### config.mk
export PLATFORM = sky130hd
export DESIGN_NAME = lcm_ci
export DESIGN_NICKNAME = d
export VERILOG_FILES = /design/src/rtl/lcm_ci.sv
export SDC_FILE = /design/constraint.sdc
export NUM_CORES = 2
export LEC_CHECK = 0
export ABC_AREA = 1
export CAP_MARGIN = 20
export CORE_MARGIN = 3
export CORE_UTILIZATION = 60
export CTS_BUF_LIST = sky130_fd_sc_hd__clkbuf_4 sky130_fd_sc_hd__clkbuf_8
export CTS_CLUSTER_DIAMETER = 40
export DETAILED_ROUTE_END_ITERATION = 10
export GPL_TIMING_DRIVEN = 0
export HOLD_SLACK_MARGIN = 0.02
export PLACE_DENSITY = 0.74
export SETUP_SLACK_MARGIN = 0.02
export SLEW_MARGIN = 20
export SYNTH_ARGS = -nofsm -noshare
export SYNTH_HDL_FRONTEND = slang
export SYNTH_SLANG_ARGS = --single-unit
### constraint.sdc
create_clock -name gated_clk -period 22.8 [get_ports gated_clk]
set_clock_uncertainty 0.2 [all_clocks]
set_input_delay 4.56 -clock gated_clk [delete_from_list [all_inputs] [get_ports gated_clk]]
set_output_delay 4.56 -clock gated_clk [all_outputs]
set_load 0.02 [all_outputs]
### src/rtl/lcm_ci.sv
// lcm_ci: LCM stage behind the GCD unit, forms (a / gcd) * b.
// Restoring divide (W steps) then one registered 2W-bit multiply.
// Ports: gated_clk, reset (async, active-high), clk_en,
//   in_valid/in_ready with op_a/op_b/op_g, out_valid/out_ready with
//   lcm_lo/lcm_hi/ovf/err, busy.
// Optional macro LCM_REM_CHECK_EN: err flags a nonzero final
//   remainder; when undefined err is tied to 0.
module lcm_ci #(
  parameter int W = 32
) (
  input  logic         gated_clk,
  input  logic         reset,
  input  logic         clk_en,
  input  logic         in_valid,
  output logic         in_ready,
  input  logic [W-1:0] op_a,
  input  logic [W-1:0] op_b,
  input  logic [W-1:0] op_g,
  output logic         out_valid,
  input  logic         out_ready,
  output logic [W-1:0] lcm_lo,
  output logic [W-1:0] lcm_hi,
  output logic         ovf,
  output logic         err,
  output logic         busy
);

  localparam int CW = (W > 1) ? $clog2(W) : 1;

  typedef enum logic [1:0] {
    IDLE, DIV, MUL, HOLD
  } state_t;

  state_t state, state_nx;

  logic [W-1:0]   a_q, b_q, g_q;
  logic [W-1:0]   quot, rem;
  logic [CW-1:0]  cnt;
  logic [W:0]     rem_sh;
  logic           rem_ge;
  logic [W-1:0]   rem_nx;
  logic [2*W-1:0] prod;
  logic           zero_op;

  assign zero_op = (op_a == '0) || (op_b == '0) ||
                   (op_g == '0);

  // Remainder path is one bit wider than g so the
  // compare stays correct when g exceeds 2^(W-1).
  always_comb begin
    rem_sh = {rem, a_q[cnt]};
    rem_ge = rem_sh >= {1'b0, g_q};
    rem_nx = rem_sh[W-1:0];
    if (rem_ge)
      rem_nx = W'(rem_sh - {1'b0, g_q});
  end

  assign prod = {{W{1'b0}}, quot} * {{W{1'b0}}, b_q};

  always_ff @(posedge gated_clk or posedge reset) begin
    if (reset)
      state <= IDLE;
    else if (clk_en)
      state <= state_nx;
  end

  always_comb begin
    state_nx = state;
    unique case (state)
      IDLE: if (in_valid)
              state_nx = zero_op ? HOLD : DIV;
      DIV:  if (cnt == '0)
              state_nx = MUL;
      MUL:  state_nx = HOLD;
      HOLD: if (out_ready)
              state_nx = IDLE;
      default: state_nx = IDLE;
    endcase
  end

  always_comb begin
    in_ready = (state == IDLE);
    busy     = (state != IDLE);
  end

  always_ff @(posedge gated_clk or posedge reset) begin
    if (reset) begin
      a_q       <= '0;
      b_q       <= '0;
      g_q       <= '0;
      quot      <= '0;
      rem       <= '0;
      cnt       <= '0;
      lcm_lo    <= '0;
      lcm_hi    <= '0;
      ovf       <= 1'b0;
      out_valid <= 1'b0;
    end else if (clk_en) begin
      unique case (state)
        IDLE: if (in_valid) begin
          a_q  <= op_a;
          b_q  <= op_b;
          g_q  <= op_g;
          quot <= '0;
          rem  <= '0;
          cnt  <= CW'(W - 1);
          if (zero_op) begin
            lcm_lo    <= '0;
            lcm_hi    <= '0;
            ovf       <= 1'b0;
            out_valid <= 1'b1;
          end
        end
        DIV: begin
          rem <= rem_nx;
          if (rem_ge)
            quot[cnt] <= 1'b1;
          cnt <= cnt - 1'b1;
        end
        MUL: begin
          lcm_lo    <= prod[W-1:0];
          lcm_hi    <= prod[2*W-1:W];
          ovf       <= (prod[2*W-1:W] != '0);
          out_valid <= 1'b1;
        end
        HOLD: if (out_ready)
          out_valid <= 1'b0;
        default: ;
      endcase
    end
  end

`ifdef LCM_REM_CHECK_EN
  logic err_q;

  always_ff @(posedge gated_clk or posedge reset) begin
    if (reset)
      err_q <= 1'b0;
    else if (clk_en) begin
      unique case (state)
        IDLE: if (in_valid)
          err_q <= 1'b0;
        MUL:  err_q <= (rem != '0);
        HOLD: if (out_ready)
          err_q <= 1'b0;
        default: ;
      endcase
    end
  end

  assign err = err_q;
`else
  assign err = 1'b0;
`endif

endmodule

# Yosys cells after proc, flatten, opt, wreduce, memory -nomap -nowiden
# Cells that the tools add are included.
classes:
  add_sub_neg: 2
  mul: 1
  order_cmp: 3
  n_eq_ne: 8
  muxes: 27
  bitwise_logic: 1
  n_reduce_logical: 19
op_table:
  columns: ["op", "count"]
  rows:
  - ["$pmux 32 s2", 4]
  - ["$mux 32", 5]
  - ["$logic_not 32->1", 3]
  - ["$mul 32x32->64", 1]
  - ["$ge 33x32->1", 1]
  - ["$or 32x32->32", 1]
  - ["$reduce_bool 32->1", 1]
  - ["$sub 32x32->32", 1]
  - ["$reduce_and 4->1", 3]
  - ["$pmux 5 s2", 1]
  - ["$mux 2", 4]
  - ["$ne 2x2->1 const B", 4]
  - ["$pmux 2 s4", 1]
  - ["$mux 1", 7]
  - ["$lt 5x6->1 const B", 1]
  - ["$reduce_and 3->1", 2]
  - ["$reduce_bool 2->1", 3]
  - ["$bmux 1 s5", 1]
  - ["$demux 1 s5", 1]
  - ["$ge 5x1->1 const B", 1]
  - ["$logic_not 5->1", 1]
  - ["$mux 5", 1]
  - ["$reduce_and 5->1", 1]
  - ["$sub 5x1->5 const B", 1]
  - ["other kinds (9)", 11]
word_totals:
  ff_bits: 233
  in_bits: 101

# Depth between registers and ports, before layout
depth:
  ltp_word: 7
  depth_mapped: 39
  mapped_depth_nobuf: 37

# Least setup slack after synthesis
# Ideal clock, no wire load.
synth_timing:
  path_type: "reg-to-reg"
  startpoint: "register quot[30]"
  endpoint: "register ovf"
  setup_ns: 0.117
  arrival_ns: 6.616
  required_ns: 22.483
  slack_ns: 15.867
  stages_incl_launch_ff: 35
  synth_period_minus_slack_ns: 6.933
  cell_sequence: "dfrtp_1 -> clkbuf_1 -> clkbuf_1 -> nand2_1 -> fa_1 -> inv_1 -> fa_1 -> fa_1 -> inv_1 -> fa_1 -> inv_1 -> fa_1 -> fa_1 -> fa_1 -> inv_1 -> fa_1 -> inv_1 -> ha_1 -> nand2_1 -> nor2_1 -> inv_1 -> nor2_1 -> nand2_1 -> nor3_2 -> nand2_1 -> nand3_1 -> nand2_1 -> nand2_1 -> nand2_1 -> nor2_1 -> nand2_1 -> nor2_1 -> nand2_1 -> nand2_1 -> nand2_1"
synth_between:
  elab_chain_cells: 3
synth_lines:
  columns: ["item", "line_no", "text"]
  rows:
  - ["start, declared", "37", "logic [W-1:0] quot, rem;"]
  - ["start signal, assigned", "91", "quot <= '0;"]
  - ["start signal, assigned", "104", "quot <= '0;"]
  - ["start signal, assigned by index", "117", "quot[cnt] <= 1'b1;"]
  - ["$mul 32x32->64", "58", "assign prod = {{W{1'b0}}, quot} * {{W{1'b0}}, b_q};"]
  - ["$reduce_bool 32->1", "123", "ovf <= (prod[2*W-1:W] != '0);"]
  - ["$pmux 1 s2", "99", "unique case (state)"]
  - ["end signal, assigned", "123", null]
  - ["end, declared", "23", "output logic ovf,"]
# No other way between the ends.
# A chain may end at the register's enable or synchronous reset.

# Worst setup path after layout
layout_timing:
  startpoint: "register quot[16]"
  endpoint: "register ovf"
# Same word-level chain as after synthesis.

==> key figures <==
Floorplan
  • Std cell rows: 103
  • Die Y: 289.3 um
  • Die area: 0.08369 mm^2
  • Die Span X: 289.3 um
  • Core ar.: 0.07926 mm^2
  • Initial Utilization: 60.76%
  • IO Pins: 170

Drt
  • Vias per Instance: 5.484
  • Vias: 42,980
  • First-pass DRT Iterations: 7
  • WL/cell: 22.20 um
  • Initial DRC count: 4,296
  • Detail Route Antenna Nets: 0
  • Wirelength, routed: 174.0 mm
  • DRC: 0

Global route
  • Grt total ovfl: 0
  • Gr usage total: 42.93%
  • Antenna violations before repair: 5
  • Number of global-route vias before repair: 43,660
  • Largest net degree at the start of global routing: 106
  • First-pass GRT wire length: 263.6 mm

Timing
  • Final period util: 41.23%
  • RSZ-0062 raised after global routing: false
  • Fmax: 106.4 MHz
  • Fin crit period: 9399 ps
  • Max-slew headroom: 15.82%
  • Total negative slack: 0 ps
  • Slew @ Worst Pin: 1263 ps
  • Setup Viol. Count Final: 0
  • Final Hold Vio Count: 0
  • Min Hold Slack: 268.3 ps
  • Max Slew Vio Count: 0

Power
  • Switch Pwr: 2.356 mW
  • Int Power: 1.732 mW
  • Sw Share: 57.63%
  • Clk network pwr share: 12.2%
  • Comb power frac: 72.7%
  • Leakage: 31.31 nW
  • Design Power: 4.087 mW
  • Peak VDD IR: 0.08522 mV
  • Seq pwr share: 15.1%
  • Power density over cell area: 78.12 mW/mm^2

Clock network
  • Hold-fix buffers, CTS: 0
  • Total CTS buffers: 47
  • Root Buffer: clkbuf_8
  • Clock Latency Late Sink: 700 ps
  • CTS max path bufs: 3
  • CTS tree: done
  • H-tree Lvls: 2
  • PostCTS Resize Cnt: 0
  • Clock Sinks: 233
  • Postcts setup bufs: 0
  • Clk slew on worst S/H paths: 60 ps

Logic synthesis
  • Seq/Total Area, Yosys: 12.11%
  • Syn nets: 7,831
  • Cell area after synthesis: 0.04815 mm^2
  • Synth cell types: 50
  • Number of flops mapped to enable cells by yosys: 0
  • Ys Warns: 0
  • Yosys reg bits: 233
  • Ys flop type: dfrtp_1
  • Async S/R FF share, synth: 100.0%
  • Cells after Synth: 6,530
  • Syn_area_per_cell: 7.374 um^2

Placed design
  • Hpwl dp: 145.5 mm
  • Cells after DPL: 7,751
  • Gp weighted congestion: 1.051
  • Placed Area: 0.05123 mm^2
  • IO buf count: 168

Critical path
  • Crit path from: quot[16]
  • Crit Path Category: reg -> reg
  • Worst stage delay on the critical path: 860 ps
  • Crit path launch type: register
  • Critical Path RT: 23,150 ps
  • Critical Path AT: 9750 ps
  • Type of destination of the critical path: register
  • CP max stage cell: clkbuf_1
  • CP Max Fanout: 10
  • Buf/Inv on CP: 5
  • Top cell family by delay on the critical path: adder cells
  • Critical R2R Launch: quot[16]
  • Most used cell, CP: nand2_1

Final layout
  • Design area: 0.05232 mm^2
  • Total Nets Final: 8,052
  • Antenna cells: 0
  • Final Non-Filler Cells: 7,836
  • Syn-to-layout area delta: 8.645%
  • Share of cells above drive strength 1: 2.151%
  • Fillers: 7,076

Job
  • Max-Cap Viols: 0

Worst hold path
  • Hold WC Path Type: reg -> reg
  • HP Start: a_q[1]

Run status
  • Run status: finished, final reports clean
metrics by stage:
step / util (%) / setup slack (ps)
3_5_place_dp: 64.63 / 13740
6_report: 66.01 / 13400
3_3_place_gp: 64.54 / 8364
2_1_floorplan: - / 11650
4_1_cts: 65.99 / 13670
5_1_grt: 66.01 / 13060
worst min-delay path, delay by kind of cell (launching register included):
kind	cells	cell delay, ps
flip-flops	1	340
AND/OR/NAND/NOR	2	110
logic make-up (layout without fill, tap and decap cells):
family,Yosys count,after routing,share of synthesized area [%]
AOI/OAI and AO/OA,408,408,4.620
xor gates and xnor gates,56,56,1.019
adders and majority gates,1200,1200,45.16
buffers and inverters,2191,2447,17.22
DFF,233,233,12.11
other,1,1,0.007788
and+or+nand+nor,2441,2441,19.86
Yosys cell counts (6+ instances only):
cell type  instances  area (um^2)
nand3b_1           7        52.55
a21o_1             7        52.55
inv_1           1871         7023
nand2_2            9        56.30
dfrtp_1          233         5831
ha_1             303         3791
o21ai_2            9        78.83
o21ai_0          211         1056
clkbuf_1         297         1115
xor2_1            16        140.1
nand3_1           78        390.4
buf_4              6        45.04
nor4_1            21        131.4
nand2_1         2010         7545
a21oi_1           93        465.5
fa_1             897        17960
nor3_1            25        125.1
nor2_1           234        878.3
o22ai_1           24        150.1
nand4_1           41        256.5
o21ai_1           40        200.2
xnor2_1           40        350.3
power by group through the flow:
stage	clock (mW)	combinational, mW	sequential [mW]
after floorplan	0	1.76	0.637
after global routing	0.523	3.20	0.630
after global placement	0	2.83	0.618
after CTS	0.503	2.89	0.615
final	0.499	2.97	0.616
after detailed placement	0	2.85	0.620
path summary, 6_finish.rpt:
path | slack (ps) | endpoint | cells past startpoint
worst max-delay path | 13400 | ovf | 32
worst min-delay path | 270 | a_q[1] | 2
worst max register to register | 13400 | ovf | 32
worst min register to register | 270 | a_q[1] | 2
max in group asynchronous | 16930 | quot[27] | 4
min in group asynchronous | 4160 | lcm_lo[7] | 2
flip-flops by register name (all words and copies together) (netlist names):
name       count
cnt            5
lcm_hi        32
state          2
b_q           32
lcm_lo        32
ovf            1
rem           32
out_valid      1
g_q           32
quot          32
a_q           32
final cells by class:
cell class	instances	area, um^2	share of cell area (%)
inverter	1875	7046	13.47
sequential	233	5831	11.14
timing repair buffer	172	1759	3.363
clock inverter	16	209.0	0.3994
multi-input combinational	4106	34030	65.05
clock buffer	68	867.1	1.657
buffer	316	1259	2.406
tap	1050	1314	2.511
placed cells by master, fill, tap and decap left out, types with 41 or more instances in the layout:
cell type / n
a21oi_1: 93
clkbuf_1: 292
clkbuf_8: 57
clkdlybuf4s50_1: 168
dfrtp_1: 233
fa_1: 897
ha_1: 303
inv_1: 1870
nand2_1: 2010
nand3_1: 78
nand4_1: 41
nor2_1: 234
o21ai_0: 211
layer usage:
metal / global-route usage (%) / vias to the layer above / share of wire (%)
li1: - / 18970 / -
met1: 55.64 / 20750 / 37
met2: 64.34 / 2650 / 43
met3: 14.89 / 595 / 14
met4: 21.36 / 8 / 6.3
met5: 0 / - / 0.047
No activity file was read; power rests on OpenSTA's default activity.
